**src/rtl/approx_div16x8_pkg.sv**
```systemverilog
// Shared types and constants for the 16/8 restoring divider.
package approx_div_pkg;

    localparam int DW   = 8;
    localparam int ITER = 8;

    localparam logic [DW-1:0] QUOT_OVF = 8'hFF;

    typedef enum logic [1:0] {
        IDLE = 2'd0,
        RUN  = 2'd1,
        DONE = 2'd2
    } state_t;

endpackage

```
**src/rtl/approx_div16x8_if.sv**
```systemverilog
// Start/done handshake and operand/result bus of the divider.
interface approx_div16x8_if;

    logic                               start;
    logic [2*approx_div_pkg::DW-1:0]    dividend;
    logic [approx_div_pkg::DW-1:0]      divisor;
    logic                               busy;
    logic                               done;
    logic [approx_div_pkg::DW-1:0]      quot;
    logic [approx_div_pkg::DW-1:0]      rem;
    logic                               ovf;

    modport master (
        output start, dividend, divisor,
        input  busy, done, quot, rem, ovf
    );

    modport slave (
        input  start, dividend, divisor,
        output busy, done, quot, rem, ovf
    );

endinterface

```
**src/rtl/approx_div16x8_div_step.sv**
```systemverilog
// One combinational restoring-division iteration: shift in a bit, trial-subtract d.
module div_step
    import approx_div_pkg::*;
(
    input  logic [DW:0]   r_in,
    input  logic          bit_in,
    input  logic [DW-1:0] d,
    output logic [DW:0]   r_out,
    output logic          q_bit
);

    logic [DW:0] r_sh;

    always_comb begin
        // r_in stays below d, so its top bit is always 0 and dropping it loses nothing.
        r_sh = (DW+1)'({r_in, bit_in});
        if (r_sh >= {1'b0, d}) begin
            r_out = r_sh - {1'b0, d};
            q_bit = 1'b1;
        end else begin
            r_out = r_sh;
            q_bit = 1'b0;
        end
    end

endmodule

```
**src/rtl/approx_div16x8.sv**
```systemverilog
// Sequential 16/8 restoring divider, one quotient bit per clock, start/done handshake.
// Define DIV_APPROX_EN to drop the divisor low nibble (approximate build).
module approx_div16x8
    import approx_div_pkg::*;
(
    input  logic              clk,
    input  logic              rst,
    approx_div16x8_if.slave   bus
);

    function automatic logic [DW-1:0] eff_divisor(input logic [DW-1:0] dv);
`ifdef DIV_APPROX_EN
        if (dv[DW-1:DW/2] != '0) return {dv[DW-1:DW/2], {(DW/2){1'b0}}};
        else                     return dv;
`else
        return dv;
`endif
    endfunction

    state_t        state_q, state_d;
    logic          busy_q, busy_d;
    logic          done_q, done_d;
    logic          ovf_q, ovf_d;
    logic [DW-1:0] quot_q, quot_d;
    logic [DW-1:0] rem_q, rem_d;
    logic [2:0]    cnt_q, cnt_d;
    logic [DW:0]   r_q, r_d;
    logic [DW-1:0] q_q, q_d;
    logic [DW-1:0] d_q, d_d;

    logic [DW:0]   step_r;
    logic          step_bit;
    logic [DW-1:0] d_new;
    logic          accept;

    div_step u_step (
        .r_in   (r_q),
        .bit_in (q_q[DW-1]),
        .d      (d_q),
        .r_out  (step_r),
        .q_bit  (step_bit)
    );

    always_comb begin
        state_d = state_q;
        busy_d  = busy_q;
        done_d  = 1'b0;
        ovf_d   = ovf_q;
        quot_d  = quot_q;
        rem_d   = rem_q;
        cnt_d   = cnt_q;
        r_d     = r_q;
        q_d     = q_q;
        d_d     = d_q;
        d_new   = eff_divisor(bus.divisor);
        accept  = bus.start && (state_q == IDLE || state_q == DONE);

        case (state_q)
            RUN: begin
                r_d   = step_r;
                q_d   = {q_q[DW-2:0], step_bit};
                cnt_d = cnt_q + 3'd1;
                if (cnt_q == 3'(ITER-1)) begin
                    state_d = DONE;
                    busy_d  = 1'b0;
                    done_d  = 1'b1;
                    quot_d  = {q_q[DW-2:0], step_bit};
                    rem_d   = step_r[DW-1:0];
                    ovf_d   = 1'b0;
                end
            end
            default: begin
                if (state_q == DONE) state_d = IDLE;
                if (accept) begin
                    d_d = d_new;
                    // Quotient would not fit in DW bits (or d is zero): answer immediately.
                    if (d_new == '0 || bus.dividend[2*DW-1:DW] >= d_new) begin
                        state_d = DONE;
                        done_d  = 1'b1;
                        busy_d  = 1'b0;
                        ovf_d   = 1'b1;
                        quot_d  = QUOT_OVF;
                        rem_d   = '0;
                    end else begin
                        state_d = RUN;
                        busy_d  = 1'b1;
                        r_d     = {1'b0, bus.dividend[2*DW-1:DW]};
                        q_d     = bus.dividend[DW-1:0];
                        cnt_d   = '0;
                    end
                end
            end
        endcase
    end

    always_ff @(posedge clk) begin
        if (rst) begin
            state_q <= IDLE;
            busy_q  <= 1'b0;
            done_q  <= 1'b0;
            ovf_q   <= 1'b0;
            quot_q  <= '0;
            rem_q   <= '0;
            cnt_q   <= '0;
        end else begin
            state_q <= state_d;
            busy_q  <= busy_d;
            done_q  <= done_d;
            ovf_q   <= ovf_d;
            quot_q  <= quot_d;
            rem_q   <= rem_d;
            cnt_q   <= cnt_d;
        end
    end

    always_ff @(posedge clk) begin
        r_q <= r_d;
        q_q <= q_d;
        d_q <= d_d;
    end

    assign bus.busy = busy_q;
    assign bus.done = done_q;
    assign bus.quot = quot_q;
    assign bus.rem  = rem_q;
    assign bus.ovf  = ovf_q;

endmodule

```
**src/flat_wrapper.sv**
```systemverilog
// flat-port wrapper written by rule: the top's interface ports become plain ports
module approx_div16x8_flat import approx_div_pkg::*;
  (clk, rst, bus_start, bus_dividend, bus_divisor, bus_busy, bus_done, bus_quot, bus_rem, bus_ovf);
  approx_div16x8_if bus_i ();
  input  logic clk;
  input  logic rst;
  input wire logic [$bits(bus_i.start)-1:0] bus_start;
  input wire logic [$bits(bus_i.dividend)-1:0] bus_dividend;
  input wire logic [$bits(bus_i.divisor)-1:0] bus_divisor;
  output wire logic [$bits(bus_i.busy)-1:0] bus_busy;
  output wire logic [$bits(bus_i.done)-1:0] bus_done;
  output wire logic [$bits(bus_i.quot)-1:0] bus_quot;
  output wire logic [$bits(bus_i.rem)-1:0] bus_rem;
  output wire logic [$bits(bus_i.ovf)-1:0] bus_ovf;
  assign bus_i.start = bus_start;
  assign bus_i.dividend = bus_dividend;
  assign bus_i.divisor = bus_divisor;
  assign bus_busy = bus_i.busy;
  assign bus_done = bus_i.done;
  assign bus_quot = bus_i.quot;
  assign bus_rem = bus_i.rem;
  assign bus_ovf = bus_i.ovf;
  approx_div16x8 u_core (.clk(clk), .rst(rst), .bus(bus_i));
endmodule
```
**config.mk**
```make
export PLATFORM = sky130hd
export DESIGN_NAME = approx_div16x8_flat
export DESIGN_NICKNAME = d
export VERILOG_FILES = /design/src/rtl/approx_div16x8_pkg.sv /design/src/rtl/approx_div16x8_if.sv /design/src/rtl/approx_div16x8_div_step.sv /design/src/rtl/approx_div16x8.sv /design/src/flat_wrapper.sv
export SDC_FILE = /design/constraint.sdc
export NUM_CORES = 1
export LEC_CHECK = 0
export CAP_MARGIN = 20
export CORE_MARGIN = 2
export CORE_UTILIZATION = 57
export CTS_CLUSTER_SIZE = 8
export DETAILED_ROUTE_END_ITERATION = 8
export PLACE_DENSITY_LB_ADDON = 0.2
export SYNTH_ARGS = -nofsm -noshare
export SYNTH_HDL_FRONTEND = slang
export SYNTH_SLANG_ARGS = --single-unit
```
**constraint.sdc**
```tcl
create_clock -name clk -period 7.8 [get_ports clk]
set_clock_uncertainty 0.2 [all_clocks]
set_input_delay 1.56 -clock clk [delete_from_list [all_inputs] [get_ports clk]]
set_output_delay 1.56 -clock clk [all_outputs]
set_load 0.05 [all_outputs]
```
* Word level (Yosys, flattened, before mapping)
Index checks and enable logic that the tools add are counted.
Cells by class: magnitude comparators 2, mux-type cells 35, shift-type cells 0, equality and inequality tests 5, div/mod/pow operators 0, bitwise operators 1, $add $sub $neg 2, reductions and logical operators 13, $mul 0
Operator list (number):
- two-way mux 8 bit | 15
- two-way mux 1 bit | 12
- two-way mux 2 bit | 5
- >= comparator 9 x 8 -> 1 bit | 1
- two-way mux 3 bit | 3
- >= comparator 8 bit | 1
- logical NOT 8 bit | 1
- AND reduction 2 bit | 4
- subtractor 8 bit | 1
- nonzero test 2 bit | 2
- adder 3 x 1 -> 3 bit (second input constant) | 1
- equality test 3 bit (second input constant) | 1
- AND reduction 3 bit | 1
- nonzero test 3 bit | 1
- equality test 2 x 1 -> 1 bit (second input constant) | 1
- equality test 2 bit (second input constant) | 1
- logical NOT 2 bit | 1
- logical OR 1 bit | 2
- != test 2 x 1 -> 1 bit (second input constant) | 1
- != test 2 bit (second input constant) | 1
- logical AND 1 bit | 1
- NOT 1 bit | 1
Storage, ports and cells: memories 0, input bits 27, memory bits (read-only) 0, memory bits (writable) 0, output and inout bits 19, word-level logic and storage cells 68, latch bits 0, bits in registers 48

* Longest topological paths before layout
depth after elaboration 5, gate-level depth with buffers 9, depth with buffers taken out 9

* Cells and area by module
Synthesis repeated with hierarchy kept, for this count alone.
Unflattened totals: cell total of the unflattened synthesis 292, area, all modules 2708.8 µm²
Modules (own cells, without submodules):
- approx_div16x8 | sequential area each 1231.2 µm², area an instance 2162.1 µm², instances 1, cells each 216
- div_step | sequential area each 0.0 µm², area an instance 546.8 µm², instances 1, cells each 76

* Least setup slack after synthesis
No wires, ideal clock.
path type input-to-reg, start point input bus_dividend[8], end point register u_core.q_q[0] (enable), required time 7266 ps, stages on the path 8, arrival 3106 ps, library setup time 334 ps, setup slack 4160 ps, buffers on the path 0, cells stage by stage inv_1 > ha_1 > nand2b_1 > a21o_1 > a211oi_1 > o31a_2 > nor2b_1 > or2_2
On the way: word-level cells in the longest chain between the ends 4
RTL lines:
- start: declaration | line flat_wrapper.sv:8 | input wire logic [$bits(bus_i.dividend)-1:0] bus_dividend;
- >= comparator 8 bit | line approx_div16x8.sv:77 | if (d_new == '0 || bus.dividend[2*DW-1:DW] >= d_new) begin
- logical OR 1 bit | line approx_div16x8.sv:77
- != test 2 bit (no line)
- AND reduction 2 bit (no line)
- end signal: assignment | line approx_div16x8.sv:118 | q_q <= q_d;
- end: declaration | line approx_div16x8.sv:28 | logic [DW-1:0] q_q, q_d;
Every way passes these cells. A chain may end at the register's enable or synchronous reset.

* Worst setup path in the final report
start point input bus_divisor[7], end point register u_core.r_q[4] (enable)
On the way: word-level cells in the longest chain between the ends 4, elaborated cells on any way between the ends 5, those cells by class order compare (1); eq/ne (1); reduce/logical (3)
RTL lines:
- start: declaration | line flat_wrapper.sv:9 | input wire logic [$bits(bus_i.divisor)-1:0] bus_divisor;
- >= comparator 8 bit or logical NOT 8 bit (tied branches) | line approx_div16x8.sv:77
- logical OR 1 bit * | line approx_div16x8.sv:77
- != test 2 bit (no line) *
- AND reduction 2 bit (no line) *
- end signal: assignment | line approx_div16x8.sv:117 | r_q <= r_d;
- end: declaration | line approx_div16x8.sv:27 | logic [DW:0] r_q, r_d;
Every way passes the cells marked *; elsewhere a longest branch is shown, timed or not.

==> results.ini <==
[routing]
dr.pass1.iters=4
ant_nets=0
wl_per_cell_um=15.4
drt-vias-per-instance=5.71
drc_errors=0
wl_mm=5.28
vias=1963
drt_iter0_markers=115

[synthesis]
synth.most_common_cell=inv_1
yosys.area_share.xor_xnor_pct=0.978
async_reset_ff_share_pct=0
ys_warn_count=0
synth_mux_area_share_pct=7.12
synth-simple-area-share_pct=10.7
syn_avg_cell_area_um2=10.8
synth.distinct_cells=52
synth_fa_ha_area_share_pct=10.5
syn-num-nets=298
postSynthCellCount=249
synth_edf_count=24
yosys-top-cells-area=edfxtp_1, dfxtp_1, ha_1, a21oi_1, inv_1
synthFlopType=edfxtp_1
synth_top_family_by_area=compound AO/OA/AOI/OAI gates
synth_common_cells=inv_1, dfxtp_1, edfxtp_1
synth_compound_area_share_pct=20.2
synth_top_area_share_pct=26.8
ys_seq_area_share_pct=44.7
synth_area_leader_cell=edfxtp_1
synth_area_mm2=0.00269
synth-seq-cells=48

[clocking]
worstSkewPairLatency_ps=300
cts_tree=built
clkTransAtPathRegs_ps=90
clock-sinks=48
cts_resized=0
cts-root-buf=clkbuf_8
cts_buffers=5
clk_path_buf_depth=2
htreeDepth=2
hold_buffers=0
post_cts_buffers=0

[power_and_ir_drop]
seqPwrFrac_pct=41.0
power_density_mw_per_mm2=233
p_switching_mw=0.250
irDropWorstVdd_v=0.000123
p_comb_share_pct=35.1
leakage_nw=1.35
clock_power_share_pct=23.9
power.share.switching_pct=32.8
p_int_mw=0.513

[grt]
antenna_found_initial=0
gr-total-overflow=0
grt_pass1_vias=1901
grt_usage_pct=22.2
grt_max_degree=46
grt_pass1_wl_mm=9.00

[critical_path]
crit_chain=clkdlybuf4s50_1 > inv_1 > ha_1 > a221o_1 > a31oi_1 > o31a_2 > nor2b_1 > or2_2
worst_setup_path_start_kind=primary input
max_stage_delay_ps=510
crit_family=compound AO/OA/AOI/OAI gates
crit_fanout=16
cpMaxStageDelayCell=clkdlybuf4s50_1
reg2reg_depth=7
worst_setup_path_end_kind=flip-flop
crit_end=u_core.r_q[4]$_DFFE_PP_
crit_arrival_ps=3830
r2r_end=u_core.bus.rem[5]$_SDFFE_PP0P_
r2r_start=u_core.r_q[3]$_DFFE_PP_
path_class=in2reg
worstPathRequired_ps=7570
crit_start=bus_divisor[7]
critical_path_cell_count=8
r2r_slack_ps=5110
cp_num_buf_inv=2

[sta]
rsz0062_at_grt=false
fmax_mhz=246
fin_crit_ps=4060
post-route-period-util_pct=52.1
finalHoldViolCount=0
finalSetupViolCount=0
relSlewSlack_pct=45.8
drv_slew=0
tightest_slew_ps=811
setup_tns_ps=0

[place]
dp_hpwl_mm=4.06
io_buffers=45
placed_cell_area_mm2=0.00316
gp_congestion=0.799

[layout]
fin_nets=340
drive_above_1_share_pct=13.4
insertedDiodeCount=0
design_area_mm2=0.00327
final.fill_count=322
area_growth_pct=21.6

[die]
placementRows=24
dieWidth_um=72.7
die-area_mm2=0.00528
start_util_pct=60.5
dieHeight_um=72.7
core_mm2=0.00444
io-pin-count=46

[job]
drv_cap=0

[outcome]
run_status=finished clean

[worst_hold_path]
holdPathStages=1
hp-class=reg2reg

placed cells by master (no fill, tap or decap), types with 2 or more instances in the layout:
cell type        count
clkdlybuf4s50_1     45
inv_1               27
dfxtp_1             24
edfxtp_1            24
a21oi_1             22
ha_1                21
nor2_1              19
mux2_2               9
nand2_1              9
a22o_1               8
nand2b_1             6
mux2i_1              6
clkbuf_8             5
a21o_1               4
nor2b_1              4
o21ai_0              3
o2bb2ai_1            3
or3b_2               3
o22ai_1              3
a2bb2o_2             3
nand4_1              2
nor4_1               2
a31oi_1              2
or2_2                2
o2111ai_1            2
o211ai_1             2
o21a_1               2
xnor2_1              2
mux2_4               2
nor3_1               2
a2bb2o_4             2
area by class of cell:
class / count / area, um^2 / area share, %
multi-input combinational: 163 / 1330 / 40.7
clock buffer: 5 / 68.8 / 2.10
sequential: 48 / 1200 / 36.7
inverter: 27 / 101 / 3.10
clock inverter: 3 / 45.0 / 1.38
tap: 52 / 65.1 / 1.99
timing repair buffer: 46 / 458 / 14.0
stage by stage:
| step | hold slack, ps | cells | setup slack, ps | util, % | power, mW |
|---|---|---|---|---|---|
| floorplan | 267 | 249 | 4160 | - | 0.518 |
| global placement | 237 | 336 | 3430 | 71.0 | 0.577 |
| detailed placement | 243 | 336 | 3400 | 71.0 | 0.585 |
| CTS | 266 | 344 | 3730 | 73.6 | 0.767 |
| global route | 295 | 344 | 3580 | 73.6 | 0.806 |
| finish | 261 | 344 | 3740 | 73.6 | 0.763 |
state kept, by name, summed over array words and instances (netlist names):
register,count
u_core.d_q,8
u_core.cnt_q,3
u_core.state_q,2
u_core.bus.ovf,1
u_core.q_q,8
u_core.bus.quot,8
u_core.bus.busy,1
u_core.bus.rem,8
u_core.r_q,8
u_core.bus.done,1
routing by layer:
| metal | vias to the layer above | global-route usage, % | wire length (um) |
|---|---|---|---|
| met5 | - | 0 | 0 |
| met4 | 0 | 6.17 | 41 |
| met3 | 5 | 4.28 | 237 |
| met2 | 58 | 35.8 | 2540 |
| met1 | 916 | 30.7 | 2470 |
| li1 | 984 | - | - |
worst min-delay path by stage:
| stage | startpoint | to |
|---|---|---|
| final | u_core.bus.rem[7]$_SDFFE_PP0P_ | u_core.bus.rem[7]$_SDFFE_PP0P_ |
| after global routing | u_core.bus.rem[6]$_SDFFE_PP0P_ | u_core.bus.rem[6]$_SDFFE_PP0P_ |
| after CTS | u_core.bus.rem[7]$_SDFFE_PP0P_ | u_core.bus.rem[7]$_SDFFE_PP0P_ |
| after floorplan | u_core.state_q[0]$_SDFFE_PP0P_ | u_core.state_q[0]$_SDFFE_PP0P_ |
| after detailed placement | u_core.bus.rem[7]$_SDFFE_PP0P_ | u_core.bus.rem[7]$_SDFFE_PP0P_ |
| after global placement | u_core.bus.rem[7]$_SDFFE_PP0P_ | u_core.bus.rem[7]$_SDFFE_PP0P_ |
worst register-to-register path: stages, from the launching register on:
cell	delay, ps
edfxtp_1	400
ha_1	420
a21o_4	290
a31oi_4	140
nand2_2	100
a21oi_4	370
mux2i_1	360
a2bb2o_2	310
power groups by stage:
stage | clock network, mW | logic, mW | registers, mW
global placement | 0 | 0.259 | 0.318
global route | 0.196 | 0.293 | 0.316
floorplan | 0 | 0.178 | 0.340
detailed placement | 0 | 0.266 | 0.319
CTS | 0.186 | 0.268 | 0.313
finish | 0.182 | 0.268 | 0.313
cell families (layout without fill, tap and decap cells):
family,count (synthesis),in the layout
compound gates,66,66
xor+xnor,3,3
fa+ha+maj,22,22
buf+inv,38,81
flops,48,48
mux,17,17
simple gates,55,55
Power figures use the tool's default switching activity.
